[config.mk]
export PLATFORM = sky130hd
export DESIGN_NAME = rtc_countdown_timer
export DESIGN_NICKNAME = d
export VERILOG_FILES = /design/src/rtl/rtc_countdown_timer.sv
export SDC_FILE = /design/constraint.sdc
export NUM_CORES = 1
export LEC_CHECK = 0
export BUFFER_PORTS_ARGS = -buffer_cell sky130_fd_sc_hd__buf_2
export CORE_UTILIZATION = 35
export DETAILED_ROUTE_END_ITERATION = 12
export PLACE_DENSITY_LB_ADDON = 0.1
export REMOVE_ABC_BUFFERS = 1
export SLEW_MARGIN = 20
export SYNTH_ARGS = -nofsm -noshare
export SYNTH_HDL_FRONTEND = slang
export SYNTH_SLANG_ARGS = --single-unit
export TNS_END_PERCENT = 10
[constraint.sdc]
create_clock -name clk -period 1.65 [get_ports clk]
set_input_delay 0 -clock clk [delete_from_list [all_inputs] [get_ports clk]]
set_output_delay 0 -clock clk [all_outputs]
set_load 0.02 [all_outputs]
[src/rtl/rtc_countdown_timer.sv]
// Down-counting BCD MM:SS timer: load a preset, decrement once per enable strobe
// while running, flag expiry at 00:00 with a level (done) and a one-cycle pulse (expired).
module rtc_countdown_timer #(
  parameter int MAX_MIN_T = 5
) (
  input  logic       clk,
  input  logic       rst,
  input  logic       en,
  input  logic       clear,
  input  logic       load,
  input  logic       start,
  input  logic       stop,
  input  logic [3:0] ld_min_t,
  input  logic [3:0] ld_min_u,
  input  logic [3:0] ld_sec_t,
  input  logic [3:0] ld_sec_u,
  output logic [3:0] min_t,
  output logic [3:0] min_u,
  output logic [3:0] sec_t,
  output logic [3:0] sec_u,
  output logic       running,
  output logic       done,
  output logic       expired
);

  localparam logic [3:0] LP_MAX_MT = 4'(MAX_MIN_T);

  typedef enum logic [1:0] {S_IDLE, S_PAUSE, S_RUN, S_DONE} state_t;

  state_t     r_state, w_state_nxt;
  logic [3:0] r_min_t, r_min_u, r_sec_t, r_sec_u;
  logic [3:0] w_min_t_nxt, w_min_u_nxt, w_sec_t_nxt, w_sec_u_nxt;
  logic       r_expired, w_expired_nxt;

  // Saturated preset digits
  logic [3:0] w_sat_min_t, w_sat_min_u, w_sat_sec_t, w_sat_sec_u;
  logic       w_ld_zero;

  assign w_sat_min_t = (ld_min_t > LP_MAX_MT) ? LP_MAX_MT : ld_min_t;
  assign w_sat_min_u = (ld_min_u > 4'd9)      ? 4'd9      : ld_min_u;
  assign w_sat_sec_t = (ld_sec_t > 4'd5)      ? 4'd5      : ld_sec_t;
  assign w_sat_sec_u = (ld_sec_u > 4'd9)      ? 4'd9      : ld_sec_u;
  assign w_ld_zero   = ({w_sat_min_t, w_sat_min_u, w_sat_sec_t, w_sat_sec_u} == 16'h0000);

  // One-second BCD decrement with borrow ripple from seconds units upward
  logic       w_bor_su, w_bor_st, w_bor_mu, w_last;
  logic [3:0] w_dec_min_t, w_dec_min_u, w_dec_sec_t, w_dec_sec_u;

  assign w_bor_su    = (r_sec_u == 4'd0);
  assign w_dec_sec_u = w_bor_su ? 4'd9 : r_sec_u - 4'd1;
  assign w_bor_st    = w_bor_su && (r_sec_t == 4'd0);
  assign w_dec_sec_t = !w_bor_su ? r_sec_t : (r_sec_t == 4'd0) ? 4'd5 : r_sec_t - 4'd1;
  assign w_bor_mu    = w_bor_st && (r_min_u == 4'd0);
  assign w_dec_min_u = !w_bor_st ? r_min_u : (r_min_u == 4'd0) ? 4'd9 : r_min_u - 4'd1;
  assign w_dec_min_t = w_bor_mu ? r_min_t - 4'd1 : r_min_t;
  assign w_last      = ({r_min_t, r_min_u, r_sec_t, r_sec_u} == 16'h0001);

  // A command only pre-empts lower-priority ones when it applies in the current state
  always_comb begin
    w_state_nxt   = r_state;
    w_min_t_nxt   = r_min_t;
    w_min_u_nxt   = r_min_u;
    w_sec_t_nxt   = r_sec_t;
    w_sec_u_nxt   = r_sec_u;
    w_expired_nxt = 1'b0;
    if (clear) begin
      w_state_nxt = S_IDLE;
      w_min_t_nxt = 4'd0;
      w_min_u_nxt = 4'd0;
      w_sec_t_nxt = 4'd0;
      w_sec_u_nxt = 4'd0;
    end else if (load) begin
      w_state_nxt = w_ld_zero ? S_IDLE : S_PAUSE;
      w_min_t_nxt = w_sat_min_t;
      w_min_u_nxt = w_sat_min_u;
      w_sec_t_nxt = w_sat_sec_t;
      w_sec_u_nxt = w_sat_sec_u;
    end else if (stop && r_state == S_RUN) begin
      w_state_nxt = S_PAUSE;
    end else if (start && r_state == S_PAUSE) begin
      w_state_nxt = S_RUN;
    end else if (en && r_state == S_RUN) begin
      w_min_t_nxt = w_dec_min_t;
      w_min_u_nxt = w_dec_min_u;
      w_sec_t_nxt = w_dec_sec_t;
      w_sec_u_nxt = w_dec_sec_u;
      if (w_last) begin
        w_state_nxt   = S_DONE;
        w_expired_nxt = 1'b1;
      end
    end
  end

  always_ff @(posedge clk or negedge rst) begin
    if (!rst) begin
      r_state   <= S_IDLE;
      r_min_t   <= 4'd0;
      r_min_u   <= 4'd0;
      r_sec_t   <= 4'd0;
      r_sec_u   <= 4'd0;
      r_expired <= 1'b0;
    end else begin
      r_state   <= w_state_nxt;
      r_min_t   <= w_min_t_nxt;
      r_min_u   <= w_min_u_nxt;
      r_sec_t   <= w_sec_t_nxt;
      r_sec_u   <= w_sec_u_nxt;
      r_expired <= w_expired_nxt;
    end
  end

  assign min_t   = r_min_t;
  assign min_u   = r_min_u;
  assign sec_t   = r_sec_t;
  assign sec_u   = r_sec_u;
  assign running = (r_state == S_RUN);
  assign done    = (r_state == S_DONE);
  assign expired = r_expired;

endmodule
==> impl_results.md, run 1 <==
- Combinational cell fraction of total power: 0.321
- Critical path fanouts, max: 4
- Area contributors post-synth: dfrtp_1, a21oi_1, o21ai_0
- Total GRT Usage: 0.217
- Buf/Inv on CP: 1
- Top cell type's share of synthesized area: 0.355
- # clock sinks: 19
- Setup crit start kind: flop
- Final setup vio count: 9
- Switching Share: 0.330
- Post-route setup TNS: -0.758 ns
- Clock skew: around 0.0028 ns
- Final worst-path cycle share: 1.08
- Clock-pin slew on the worst setup and hold paths: around 0.080 ns
- Vias in the first global route: approximately 1400
- Top delay family on crit path: simple AND/OR/NAND/NOR gates
- Design area: slightly below 2000 um^2
- Tmin final: between 1.5 and 2 ns
- Register area share after synthesis: 0.355
- Setup Slack @ Placement: -0.254 ns
- Max_slew headroom: 0.634
- WS Path Type: flop to flop
- Layout cell share with drive strength beyond 1: 0.451
- DRC viols: 0
- Port Buffers: 41
- Status: finished with violations
- Worst Tran Pin Value: around 0.55 ns
- Static Leak: between 0.9 and 1 nW
- Initial antenna violation count: 0
- Slowest-stage cell, CP: or3b_1
- WP data required: around 1.8 ns
- Largest net degree at the start of global routing: 20
- Endpoint class of the critical path: flop
- Final hold violations: 0
- Hold Crit Class: input pin to flop
- First-pass DRT Iterations: 4
- CP arrival: around 1.9 ns
- Vias per cell: 5.48
- Avg Cell Area, Syn: a little under 9 um^2
- Slew Limit Fails: 0
- RSZ-0062 raised after global routing: true
- GPL Wtd Cong: about 0.90
- Row cnt: 22
- FF+latch count, synth: 19
- P&R area growth vs syn: 46.4%
- Post-DP Area: between 1500 and 2000 um^2
- Gr ovfl total: 0
- I/O pin count: 42
- Yosys cell types: between 50 and 60
- Synth Instances: about 150
- Fin nets: 252
- CTS root buf: clkbuf_8
- Post-synth EDFFs: 0
- Crit-path cells: inv_2 -> ha_4 -> or3b_1 -> nor4_4 -> mux2i_1 -> o21ai_1
- Synthesis Warnings: 0
- Leading area contributor after synthesis: dfrtp_1
- First-pass GRT wire length: between 6 and 7 mm
- Peak supply drop: a little under 0.3 mV
- Clk_lat worst skew: 0.26 ns
- CTS tree: done
- DIE HEIGHT: 63.9 um
- Worst stage delay on the critical path: around 0.45 ns
- Drt wl/cell: 16.0 um
- Max-cap violations: 0
- Placed wire-length estimate: approximately 3.3 mm
- PD cells: 647 nW/um^2
- Initial Util: 0.366
- Non-filler cells in the finished layout: around 270
- CORE AREA: 3660 um^2
- Int Pwr: 0.000851 W
- Total net switching power: roughly 0.00042 W
- Die Area: between 4000 and 5000 um^2
- Synth async-reset ratio: 1.00
- F_max: between 500 and 600 MHz
- Sequential Power Share: 0.408
- Width of the chip: 63.9 um
- Antenna fix cells: 0
- Max Buffers Root-to-Sink: 2
- Failing checks: negative setup slack
- Antenna-violating nets left: 0
- 1st-iter DRT viols: 51
- Util after Layout: 0.536
- CTS H-Tree Depth: 1
- Routed via count: between 1000 and 1500
- Cell Area, Synth: between 1000 and 1500 um^2
- WL final: approximately 4.3 mm
- PnR worst setup slack: -0.127 ns
- Most common flop cell mapped by yosys: dfrtp_1
- Placed Instances: ~270
- Clock power frac: 0.271
- Num CTS Buffers: 3
-- through the flow --
stage | hold slack (ns) | total power, W
global route | 0.0272 | 0.00134
CTS | 0.0145 | 0.00124
floorplan | -0.296 | 0.000696
detailed placement | -0.00781 | 0.000887
global placement | -0.0164 | 0.000880
finish | 0.00244 | 0.00127
-- registers in the layout, indices dropped and copies added, names as in the netlist --
register,flops
min_t,4
expired,1
sec_t,4
min_u,4
r_state,2
sec_u,4
-- logic make-up (layout without fill, tap and decap cells) --
logic type               Yosys count  in the layout  synth area share
AO/OA/AOI/OAI                     49             49             0.233
XOR/XNOR                           2              2            0.0131
adder cells (fa/ha/maj)            4              4            0.0373
buffers and inverters             14             85            0.0420
flip-flops                        19             19             0.355
multiplexers                       2              2            0.0149
AND/OR/NAND/NOR                   63             63             0.305
-- repair_timing --
item,4_1_cts,5_1_grt
endpoints found under the setup margin,12,15
resized for setup,5,20
pin swaps,2,6
gates cloned,0,0
hold buffers,1,0
endpoints found under the hold margin,19,0
buffers inserted,1,0
-- power by group through the flow --
stage | Combinational [W] | Sequential, W | Clock (W)
after global routing | 0.000442 | 0.000522 | 0.000372
after floorplan | 0.000141 | 0.000555 | 0
after global placement | 0.000358 | 0.000523 | 0
after CTS | 0.000381 | 0.000515 | 0.000347
final | 0.000407 | 0.000518 | 0.000344
after detailed placement | 0.000364 | 0.000523 | 0
-- synth_stat cells (2+ instances only) --
library cell,n
nand4b_1,2
nor4_1,4
nor2_1,12
nand3b_1,2
nor2b_1,3
or4_1,2
nand2_1,6
nor3_1,4
o31a_1,2
ha_1,4
a31oi_1,3
or3b_1,2
or2_2,2
nand3_1,2
nand2b_1,2
or3_1,5
a21oi_1,14
a21o_1,2
a311oi_1,2
a211oi_1,6
mux2i_1,2
dfrtp_1,19
clkbuf_1,4
o21ai_0,12
inv_1,9
-- area by class of cell --
| cell class | count | area, um^2 |
|---|---|---|
| Clock buffer | 4 | 45.0 |
| Fill cell | 345 | 1700 |
| Inverter | 9 | 33.8 |
| Multi-Input combinational cell | 120 | 902 |
| Sequential cell | 19 | 477 |
| Tap cell | 48 | 60.1 |
| Timing Repair Buffer | 72 | 444 |
-- layout by cell type, fill, tap and decap left out, drive strengths merged, types with 3 or more instances in the layout --
cell    instances
buf            71
dfrtp          19
a21oi          14
o21ai          13
nor2           12
inv             9
nand2           8
a211oi          6
or3             5
nor4            5
nor3            4
clkbuf          4
ha              4
nor2b           3
a31oi           3
-- worst reg2reg max path, delay by kind of cell (launching register included) --
family,cells,cell delay [ns]
flops,1,0.39
buf+inv,1,0.07
fa+ha+maj,1,0.14
simple gates,2,0.77
mux,1,0.23
compound gates,1,0.07
-- metal layers --
| layer | GRT usage | wire [um] | vias to the layer above | part of all wire |
|---|---|---|---|---|
| met5 | 0 | 0 | - | 0 |
| met4 | 0.0511 | 41 | 0 | 0.0094 |
| met3 | 0.0268 | 194 | 5 | 0.045 |
| met2 | 0.356 | 2060 | 41 | 0.47 |
| met1 | 0.302 | 2050 | 723 | 0.47 |
| li1 | - | - | 722 | - |
-- path summary, 6_finish.rpt --
kind / start / to / slack, ns / cells after the start
max in group asynchronous: rst / r_state[1] / 1.09 / 2
max: sec_t[1] / min_u[1] / -0.13 / 6
max reg2reg: sec_t[1] / min_u[1] / -0.13 / 6
min: ld_min_u[1] / min_u[1] / 0.002 / 3
min in group asynchronous: rst / expired / 0.22 / 2
min reg2reg: min_t[3] / min_t[3] / 0.60 / 2
(Power assumes the default switching activity.)
==> inputs of run 2 (changes only) <==
- ABC_AREA: default -> 1
==> impl_results.md, run 2 <==
- WS Path Type: flop to flop
- Max-cap violations: 0
- Gr ovfl total: 0
- First-pass GRT wire length: roughly 6.5 mm
- FF+latch count, synth: 19
- Most frequent CP cell: nand2_1
- Clock skew: 0.00587 ns
- Placed Instances: 314
- Routed via count: approximately 1500
- DIE HEIGHT: 66.2 um
- Commonest non-fill, non-tap cell in the layout: nand2_1
- 1st-iter DRT viols: between 80 and 90
- Critical path fanouts, max: 6
- Design area: 1750 um^2
- Leading area contributor after synthesis: dfrtp_1
- Cell Area, Synth: about 1400 um^2
- Count leader, synth: nand2_1
- Max_slew headroom: 0.677
- Non-filler cells in the finished layout: 319
- Post-route setup TNS: 0 ns
- I/O pin count: between 40 and 50
- Final worst-path cycle share: 0.901
- Hold Crit Class: input pin to flop
- Initial Util: 0.380
- WL final: 3.83 mm
- Post-synth EDFFs: 0
- Drt wl/cell: roughly 12 um
- Initial antenna violation count: 0
- Avg Cell Area, Syn: 6.39 um^2
- Width of the chip: 66.2 um
- Worst stage delay on the critical path: around 0.42 ns
- Clock-pin slew on the worst setup and hold paths: about 0.08 ns
- Largest net degree at the start of global routing: 20
- Top cell type's share of synthesized area: 0.329
- Port Buffers: 41
- Peak supply drop: around 0.61 mV
- Fin nets: 299
- Total GRT Usage: 0.196
- Commonest cells post-synth: nand2_1, inv_1, nor2_1, dfrtp_1, nand3_1
- Slowest-stage cell, CP: dfrtp_1
- Row cnt: 22
- Hold Slack: 0.00952 ns
- CORE AREA: 3800 um^2
- Vias in the first global route: 1407
- Antenna fix cells: 0
- Layout cell share with drive strength beyond 1: 0.218
- Int Pwr: between 0.0009 and 0.001 W
- P&R area growth vs syn: 21.5%
- F_max: about 670 MHz
- Endpoint class of the critical path: flop
- Clock power frac: 0.221
- CTS H-Tree Depth: 1
- WP data required: 1.80 ns
- Final hold violations: 0
- Area contributors post-synth: dfrtp_1, nand2_1, inv_1
- Max Buffers Root-to-Sink: 2
- Setup crit start kind: flop
- Clk_lat worst skew: roughly 0.26 ns
- Vias per cell: ~4.8
- Yosys cell types: 25
- Combinational cell fraction of total power: 0.389
- DRC viols: 0
- Placed wire-length estimate: between 3 and 4 mm
- Tmin final: 1.49 ns
- First-pass DRT Iterations: 4
- PD cells: around 870 nW/um^2
- Static Leak: 1.00 nW
- Sequential Power Share: 0.390
- Slew Limit Fails: 0
- Total net switching power: slightly above 0.0006 W
- Post-DP Area: ~1700 um^2
- Most common flop cell mapped by yosys: dfrtp_1
- Synthesis Warnings: 0
- Die Area: roughly 4400 um^2
- Final setup vio count: 0
- CTS root buf: clkbuf_8
- Num CTS Buffers: 3
- Synth async-reset ratio: 1.00
- Register area share after synthesis: 0.329
- Worst Tran Pin Value: 0.484 ns
- CTS tree: done
- Status: finished clean
- Synth Instances: roughly 230
- # clock sinks: 19
- GPL Wtd Cong: 0.833
- Crit-path cells: inv_1 -> ha_1 -> nand2_1 -> nand2_1 -> nand3_4 -> inv_2 -> nand2_1 -> nand2_1
- Switching Share: 0.407
- Antenna-violating nets left: 0
- Most frequent cells in the layout: nand2_1, buf_2, inv_1
- CP arrival: roughly 1.6 ns
- RSZ-0062 raised after global routing: false
==> run 2: cell types whose count changed after synthesis, moves of 4 or more <==
cell	delta
clkbuf_1	-4
nand2_1	+73
nand4_1	+7
or3_1	-5
a21oi_1	-8
nand3_1	+11
a211oi_1	-6
nor4_1	-4
nor2_1	+14
inv_1	+21
==> run 2: through the flow <==
step	setup WS (ns)	total power [W]	util
after floorplan	0.227	0.00100	-
after global placement	0.0947	0.00120	0.446
after detailed placement	0.0829	0.00120	0.446
after CTS	0.0725	0.00155	0.460
after global routing	0.00752	0.00167	0.462
final	0.163	0.00153	0.462
==> run 2: cell type report <==
type | instances | area, um^2
Tap cell | 48 | 60.1
Timing Repair Buffer | 43 | 223
Inverter | 33 | 124
Clock buffer | 4 | 45.0
Fill cell | 385 | 2040
Multi-Input combinational cell | 172 | 827
Sequential cell | 19 | 475
==> run 2: logic make-up after synthesis <==
kind of cell | Yosys count | synth area share
simple gates | 140 | 0.430
buf+inv | 35 | 0.101
compound gates | 27 | 0.0988
flops | 19 | 0.329
fa+ha+maj | 4 | 0.0347
xor+xnor | 1 | 0.00607
==> run 2: layer usage <==
layer,global-route usage,routed length (um),share of wire,vias up
met5,0,0,0,-
met4,0.0239,21,0.0055,0
met3,0.0483,277,0.072,2
met2,0.309,1640,0.43,51
met1,0.276,1900,0.49,674
li1,-,-,-,812
==> run 2: critical path: cells and delay by family, from the launching register on <==
| kind | cells | cell delay [ns] |
|---|---|---|
| buffers and inverters | 2 | 0.12 |
| AND/OR/NAND/NOR | 5 | 0.63 |
| flip-flops | 1 | 0.42 |
| adder cells (fa/ha/maj) | 1 | 0.20 |
==> run 2: power groups by stage <==
stage	logic (W)	registers, W	clock network, W
after floorplan	0.000334	0.000669	0
after global placement	0.000594	0.000607	0
after detailed placement	0.000591	0.000607	0
after CTS	0.000595	0.000598	0.000352
after global routing	0.000683	0.000609	0.000378
final	0.000595	0.000597	0.000338
==> run 2: path summary, 6_finish.rpt <==
check                           cells after the start  slack, ns  startpoint    endpoint
worst max register to register                      8       0.16    sec_u[0]    min_u[2]
max in group asynchronous                           2       1.12         rst    min_u[3]
min in group asynchronous                           2       0.21         rst    sec_u[2]
worst min-delay path                                3       0.01       start  r_state[1]
worst min register to register                      2       0.51    min_t[1]    min_t[1]
worst max-delay path                                8       0.16    sec_u[0]    min_u[2]
==> run 2: what timing repair did <==
item / CTS / global route
setup endpoints to repair: 0 / 4
hold buffers: 1 / 0
gates resized for setup: 0 / 2
hold endpoints to repair: 19 / 0
setup buffers: 0 / 0
